File: src/rtl/oled_text_pkg.sv
// Shared constants and state encoding for the OLED text buffer.
package oled_text_pkg;

  localparam int LINES = 4;
  localparam int COLS = 16;
  localparam int NCHARS = LINES * COLS;
  localparam logic [7:0] ASCII_SPACE = 8'h20;

  typedef enum logic [1:0] {
    IDLE   = 2'd0,
    LOAD   = 2'd1,
    SEND   = 2'd2,
    FINISH = 2'd3
  } state_t;

endpackage

File: src/rtl/oled_char_ram.sv
// Character cell store: one write port, one combinational read port.
// Flags every in-range write so the owner knows the screen is stale.
module oled_char_ram
  import oled_text_pkg::*;
#(
  parameter int DEPTH  = NCHARS,
  parameter int ADDR_W = 6
) (
  input  logic              clock,
  input  logic              reset,
  input  logic              wr_en,
  input  logic [ADDR_W-1:0] wr_addr,
  input  logic [7:0]        wr_char,
  input  logic [ADDR_W-1:0] rd_addr,
  output logic [7:0]        rd_data,
  output logic              dirty_set
);

  localparam int IDX_W = $clog2(DEPTH);
  localparam logic [ADDR_W:0] LIMIT = (ADDR_W + 1)'(DEPTH);

  logic [7:0]       cells [DEPTH];
  logic [IDX_W-1:0] wr_idx;
  logic [IDX_W-1:0] rd_idx;

  assign wr_idx    = wr_addr[IDX_W-1:0];
  assign rd_idx    = rd_addr[IDX_W-1:0];
  assign dirty_set = wr_en && ({1'b0, wr_addr} < LIMIT);
  assign rd_data   = cells[rd_idx];

  // Blank the screen on reset, otherwise store accepted characters.
  always_ff @(posedge clock) begin
    if (reset) begin
      for (int i = 0; i < DEPTH; i++) begin
        cells[i] <= ASCII_SPACE;
      end
    end else if (dirty_set) begin
      cells[wr_idx] <= wr_char;
    end
  end

endmodule

File: src/rtl/oled_text_buffer.sv
// Writable character buffer that repaints the whole screen into the
// oled_controller byte handshake whenever contents change or a refresh
// is requested.
module oled_text_buffer
  import oled_text_pkg::*;
#(
  parameter int LINES  = oled_text_pkg::LINES,
  parameter int COLS   = oled_text_pkg::COLS,
  parameter int ADDR_W = 6
) (
  input  logic              clock,
  input  logic              reset,
  input  logic              wr_en,
  input  logic [ADDR_W-1:0] wr_addr,
  input  logic [7:0]        wr_char,
  input  logic              refresh,
  output logic [7:0]        sdin,
  output logic              d_valid,
  input  logic              txDone,
  output logic              busy,
  output logic              frame_done
);

  localparam int NCELLS = LINES * COLS;
  localparam logic [ADDR_W-1:0] LAST_IDX = ADDR_W'(NCELLS - 1);

  state_t            state;
  logic [ADDR_W-1:0] idx;
  logic              dirty;
  logic              refresh_pend;
  logic [7:0]        cell_data;
  logic              dirty_set;

  oled_char_ram #(
    .DEPTH  (NCELLS),
    .ADDR_W (ADDR_W)
  ) u_ram (
    .clock     (clock),
    .reset     (reset),
    .wr_en     (wr_en),
    .wr_addr   (wr_addr),
    .wr_char   (wr_char),
    .rd_addr   (idx),
    .rd_data   (cell_data),
    .dirty_set (dirty_set)
  );

  // Frame streamer: waits for a repaint reason, then walks every cell in
  // order through the controller handshake; new events arriving in the
  // start cycle survive so they trigger another frame.
  always_ff @(posedge clock) begin
    if (reset) begin
      state        <= IDLE;
      idx          <= '0;
      sdin         <= ASCII_SPACE;
      d_valid      <= 1'b0;
      busy         <= 1'b0;
      frame_done   <= 1'b0;
      dirty        <= 1'b1;
      refresh_pend <= 1'b0;
    end else begin
      frame_done   <= 1'b0;
      dirty        <= dirty | dirty_set;
      refresh_pend <= refresh_pend | refresh;
      case (state)
        IDLE: begin
          if (dirty || refresh_pend) begin
            state        <= LOAD;
            idx          <= '0;
            busy         <= 1'b1;
            dirty        <= dirty_set;
            refresh_pend <= refresh;
          end
        end
        LOAD: begin
          if (!txDone) begin
            sdin    <= cell_data;
            d_valid <= 1'b1;
            state   <= SEND;
          end
        end
        SEND: begin
          if (txDone) begin
            d_valid <= 1'b0;
            if (idx == LAST_IDX) begin
              state <= FINISH;
            end else begin
              idx   <= idx + 1'b1;
              state <= LOAD;
            end
          end
        end
        FINISH: begin
          frame_done <= 1'b1;
          busy       <= 1'b0;
          state      <= IDLE;
        end
        default: state <= IDLE;
      endcase
    end
  end

endmodule

File: config.mk
export PLATFORM = sky130hd
export DESIGN_NAME = oled_text_buffer
export DESIGN_NICKNAME = d
export VERILOG_FILES = /design/src/rtl/oled_text_pkg.sv /design/src/rtl/oled_char_ram.sv /design/src/rtl/oled_text_buffer.sv
export SDC_FILE = /design/constraint.sdc
export NUM_CORES = 1
export LEC_CHECK = 0
export ABC_AREA = 1
export CAP_MARGIN = 25
export CORE_MARGIN = 2
export CORE_UTILIZATION = 50
export CTS_BUF_LIST = sky130_fd_sc_hd__clkbuf_8
export CTS_CLUSTER_SIZE = 25
export DETAILED_ROUTE_END_ITERATION = 8
export GPL_TIMING_DRIVEN = 1
export HOLD_SLACK_MARGIN = 0.06
export PLACE_DENSITY = 0.66
export SYNTH_ARGS = -nofsm -noshare
export SYNTH_HDL_FRONTEND = slang
export SYNTH_SLANG_ARGS = --single-unit
File: constraint.sdc
create_clock -name clock -period 2.6 [get_ports clock]
set_input_delay 0.52 -clock clock [delete_from_list [all_inputs] [get_ports clock]]
set_output_delay 0.52 -clock clock [all_outputs]
set_load 0.01 [all_outputs]
-- Word-level counts from Yosys, hierarchy flattened
Memories as Yosys holds them, arrays and structs flattened. A register that Yosys moved wholly into a read port is not among the register bits.
Index checks and enable logic that the tools add are counted.
- flip-flop bits (word level): 13
- bits in latches: 0
- bits in writable memories: 512
- ROM bits: 0
- bits of input ports: 19
- word-level logic and storage cells: 58
- memories: 1
- add/subtract/negate cells: 1
- multipliers: 0
- div/mod/pow operators: 0
- $lt $le $gt $ge: 0
- equal/unequal tests: 8
- shift-type cells: 0
- multiplexer cells: 27
- bitwise gates (word level): 3
- reduce and logical (&&, ||, !) cells: 11
- memory list (memory ; depth ; bits a word ; read ports ; clocked after memory_dff ; write ports ; line ; RTL):
    u_ram.cells ; 64 ; 8 ; 1 ; 1 ; 64 ; oled_char_ram.sv:22 ; logic [7:0] cells [DEPTH];
- operators with widths (cell ; number):
    6-bit 2-to-1 mux ; 4
    1-bit 2-to-1 mux ; 14
    6-bit one-hot mux with 2 select lines ; 1
    2-bit 2-to-1 mux ; 4
    8-bit 2-to-1 mux ; 1
    2-bit != test, second input constant ; 4
    2-bit one-hot mux with 4 select lines ; 1
    8-bit OR reduction ; 1
    6-bit by 1-bit adder with 6-bit output, second input constant ; 1
    6-bit == test, second input constant ; 1
    3-bit AND reduction ; 2
    2-bit nonzero test ; 3
    2-bit == test, second input constant ; 2
    1-bit one-hot mux with 2 select lines ; 2
    2-bit AND reduction ; 2
    4-bit AND reduction ; 1
    2-bit by 1-bit == test with 1-bit output, second input constant ; 1
    2-bit logical NOT ; 1
    1-bit bitwise OR ; 2
    1-bit logical OR ; 1
    1-bit inverter ; 1

-- Depth between registers and ports, before layout
Gate-level depths: netlist of the first run.
- word-level depth: 5
- mapped depth: 15
- mapped depth without buffers: 13

-- Modules after synthesis
A second synthesis of the first run with hierarchy kept.
- cells, all modules: 2660
- area total of the unflattened synthesis: 24755.0 µm²
- modules (own cells, without submodules) (module ; times used ; cells each ; area an instance (µm²)):
    oled_char_ram ; 1 ; 2535 ; 23822.8
    oled_text_buffer ; 1 ; 125 ; 932.1

-- Worst setup path before layout of the first run
Ideal clock, no wire load.
- path type: input to register
- start: in reset
- end: mem u_ram.cells[10][0] (enable)
- arrival time: 1529 ps
- required time: 2271 ps
- slack: 742 ps
- stages on the path: 7
- buffers on the path: 0
- cell sequence: inv_1 nand2_1 inv_1 nand4_1 nor2_1 inv_1 nand2_1
- RTL lines (element ; line ; RTL):
    start, declared ; oled_text_buffer.sv:12 ; input logic reset,
    end, declared ; oled_char_ram.sv:22 ;

-- Final worst setup path of the first run
- start: reg idx[2]
- end: reg idx[5]
- word-level cells in the longest chain between the ends: 4
- elaborated cells on any way between the ends: 7
- RTL lines (element ; line ; RTL):
    start, declared ; oled_text_buffer.sv:28 ; logic [ADDR_W-1:0] idx;
    start signal, assigned ; oled_text_buffer.sv:88 ; idx <= idx + 1'b1;
    6-bit by 1-bit adder with 6-bit output ; oled_text_buffer.sv:88 ;
    6-bit 2-to-1 mux ; oled_text_buffer.sv:85 ; if (idx == LAST_IDX) begin
    6-bit 2-to-1 mux ; oled_text_buffer.sv:83 ; if (txDone) begin
    6-bit one-hot mux with 2 select lines ; oled_text_buffer.sv:65 ; case (state)
Parallel ways exist; a longest one is shown, timed or not. The select of a mux whose other input is x is not followed.
A chain may end at the register's enable or synchronous reset.

==> impl_metrics.yaml, run 1 <==
clock_tree:
  cts_buffers: 87
  clkTransAtPathRegs_ns: 0.06
  clk_latency_ns: 0.67
  cts_buffer_depth: 3
  htree_levels: 3
  tritoncts: "built"
  ctsResizeCount: 0
  cts_root_buffer: "clkbuf_8"
  postCtsSetupRepairBufs: 0
  numClockSinks: 533
  cts_hold_buf: 0
route:
  wl_per_cell_microns: 20.2
  drc: 0
  first_pass_iters: 5
  dr.first_iter.drc_count: 2168
  num_vias: 19100
  wl_mm: 68.7
  drtAntennaViolNets: 0
  routed_via_density: 5.61
sta:
  whs_ns: 0.459
  rsz0062_at_grt: "no"
  max_freq_ghz: 0.431
  fin_crit_sh: 0.892
  setup_ws_ns: 0.281
  drv_slew: 0
  tightestPinTransition_ns: 0.659
  final.min_clock_period_ns: 2.32
  final_hold_viol_count: 0
  setup-tns-final_ns: 0
  slew_headroom: 0.561
  setup_viol: 0
  fin_worst_skew_ns: 0.0259
worst_setup_path:
  cp.arrival_ns: 2.87
  start_kind: "flip-flop"
  worst-setup-path-type: "reg -> reg"
  crit_path_end_kind: "flip-flop"
  worstPathRequired_ns: 3.15
  cp_max_fo: 24
floorplan:
  initial_core_util: 0.508
  fp.dieW_microns: 224
  io_pins: 30
  die_y_microns: 224
  die_area_sq_um: 50200
  rows: 80
  core_area_sq_um: 47700
worst_hold_path:
  hp-class: "reg -> reg"
logic_synthesis:
  synth_top_family_by_area: "simple AND/OR/NAND/NOR gates"
  synth.cell_area_sq_um: 24200
  synthXorXnorAreaFrac: 0
  muxShareOfSynthArea: 0
  synth_nets: 2556
  synth_simple_gate_area_share: 0.260
  yosysSeqAreaShare: 0.652
  ys_types: 31
  ys_seq_elements: 533
  avgSynthCellArea_sq_um: 9.56
  ys.warnings.count: 0
  synth_compound_area_frac: 0.0393
  synthCells: 2536
  synthAdderAreaFrac: 0.000516
pwr:
  power_density_nw_per_um2: 675
  peakVddDrop_mv: 0.379
  leakage_nw: 11.1
run_status:
  outcome: "complete, no violations"
place:
  dp_hpwl_mm: 43.3
  port_buffers: 29
  pre_cts_slack_ns: 0.0533
  gp_congestion: 0.862
cells_and_area:
  finalNetCount: 2740
  n_fill_cell: 4163
  syn_to_final_growth_pct: 15.4
  drive_above_1_share: 0.124
global_routing:
  grt_pass1_wl_mm: 104
  first_global_vias: 18400
  grt_use_met1: 0.364
  grt-busiest-layer: "met2"
  grt-ovfl-total: 0
  grt_use_total: 0.276
  met3_usage: 0.0517
  antenna_found_initial: 0
  grt_use_met2: 0.455
  grt_start_max_net_pins: 115
job:
  maxCapViolCount: 0
-- cell usage in the layout (no fill, tap or decap), drive strengths merged --
cell type	count
nand3	250
a21oi	45
a211oi	1
edfxtp	512
o22ai	7
nor3	7
clkinvlp	3
diode	1
clkdlybuf4s50	29
inv	135
o2111a	1
o21ai	83
or2	1
dfxtp	21
ha	1
nand3b	2
o211ai	31
clkinv	22
nand2	684
o21a	1
clkbuf	94
o311a	1
nor2	610
nand4	19
buf	222
-- registers in the layout, indices dropped and copies added (netlist names) --
signal,cells
state,2
idx,6
busy,1
frame_done,1
refresh_pend,1
dirty,1
u_ram.cells,512
d_valid,1
sdin,8
-- logic make-up after synthesis --
family,after synthesis
DFF,533
adders and majority gates,1
buffers and inverters,259
and+or+nand+nor,1573
AOI/OAI and AO/OA,170
-- synthesized netlist by cell type --
master | n | share of area
buf_6 | 9 | 0.0042
nor2_1 | 608 | 0.094
inv_4 | 1 | 0.00026
nand4_1 | 19 | 0.0049
o22ai_1 | 7 | 0.0018
a21oi_1 | 45 | 0.0093
or2_2 | 1 | 0.00026
nor3_1 | 7 | 0.0014
o2111a_1 | 1 | 0.00046
o311a_1 | 1 | 0.00041
a211oi_1 | 1 | 0.00031
buf_4 | 16 | 0.0050
nand2_1 | 681 | 0.11
nand2_2 | 3 | 0.00077
o21ai_0 | 74 | 0.015
dfxtp_1 | 21 | 0.017
nand3_1 | 250 | 0.052
ha_1 | 1 | 0.00052
nand3b_1 | 2 | 0.00062
edfxtp_1 | 512 | 0.63
o21ai_1 | 9 | 0.0019
buf_2 | 56 | 0.012
nor2_2 | 1 | 0.00026
o211ai_1 | 31 | 0.0096
o21a_1 | 1 | 0.00031
clkinv_1 | 3 | 0.00046
inv_1 | 86 | 0.013
inv_2 | 13 | 0.0020
buf_1 | 2 | 0.00031
clkbuf_1 | 73 | 0.011
nor2_4 | 1 | 0.00046
-- report_power, final --
part	switching (W)	internal, W
registers	0.000171	0.00984
clock network	0.00321	0.00329
logic	0.00168	0.000683
total	0.00506	0.0138
-- worst paths after layout --
kind                            startpoint  cells past startpoint  slack (ns)  endpoint
worst min-delay path                 dirty                      2        0.46     dirty
worst min register to register       dirty                      2        0.46     dirty
worst max-delay path                idx[2]                      9        0.28    idx[5]
worst max register to register      idx[2]                      9        0.28    idx[5]
-- layer usage --
metal | up-vias | wire length (microns) | part of all wire
li1 | 8844 | - | -
met1 | 9079 | 27200 | 0.40
met2 | 971 | 32800 | 0.48
met3 | 164 | 6260 | 0.091
met4 | 0 | 2410 | 0.035
met5 | - | 0 | 0
-- stage by stage --
stage / std cells / area, sq um / power (W) / util
after floorplan: 2536 / 24200 / 0.0115 / -
after global placement: 3246 / 26400 / 0.0125 / 0.554
after detailed placement: 3246 / 26400 / 0.0125 / 0.554
after CTS: 3397 / 28000 / 0.0189 / 0.586
after global routing: 3397 / 28000 / 0.0195 / 0.586
final: 3398 / 28000 / 0.0189 / 0.586
-- critical path: stages (launching register included) --
cell and delay (ns):
dfxtp_1 0.72, nand2_2 0.27, inv_2 0.45, nand4_1 0.18, nand2_2 0.16, inv_2 0.05, nand3_1 0.11, nor2_1 0.08
a21oi_1 0.14, nor3_1 0.05
-- area by class of cell --
| cell class | count | area [sq um] | area share |
|---|---|---|---|
| Clock inverter | 57 | 229 | 0.00819 |
| Inverter | 103 | 393 | 0.0140 |
| Tap cell | 615 | 769 | 0.0275 |
| Multi-Input combinational cell | 1744 | 7270 | 0.260 |
| Timing Repair Buffer | 251 | 2210 | 0.0789 |
| Clock buffer | 94 | 1290 | 0.0463 |
| Antenna cell | 1 | 2.50 | 0.0000895 |
| Sequential cell | 533 | 15800 | 0.565 |
Note: power is estimated with default switching activity, not from simulation.
==> run 2: changes to the inputs <==
SLEW_MARGIN = 20   (was not set)
==> results of run 2 <==
The final DEF is identical to that of run 1; final timing and power are the same.
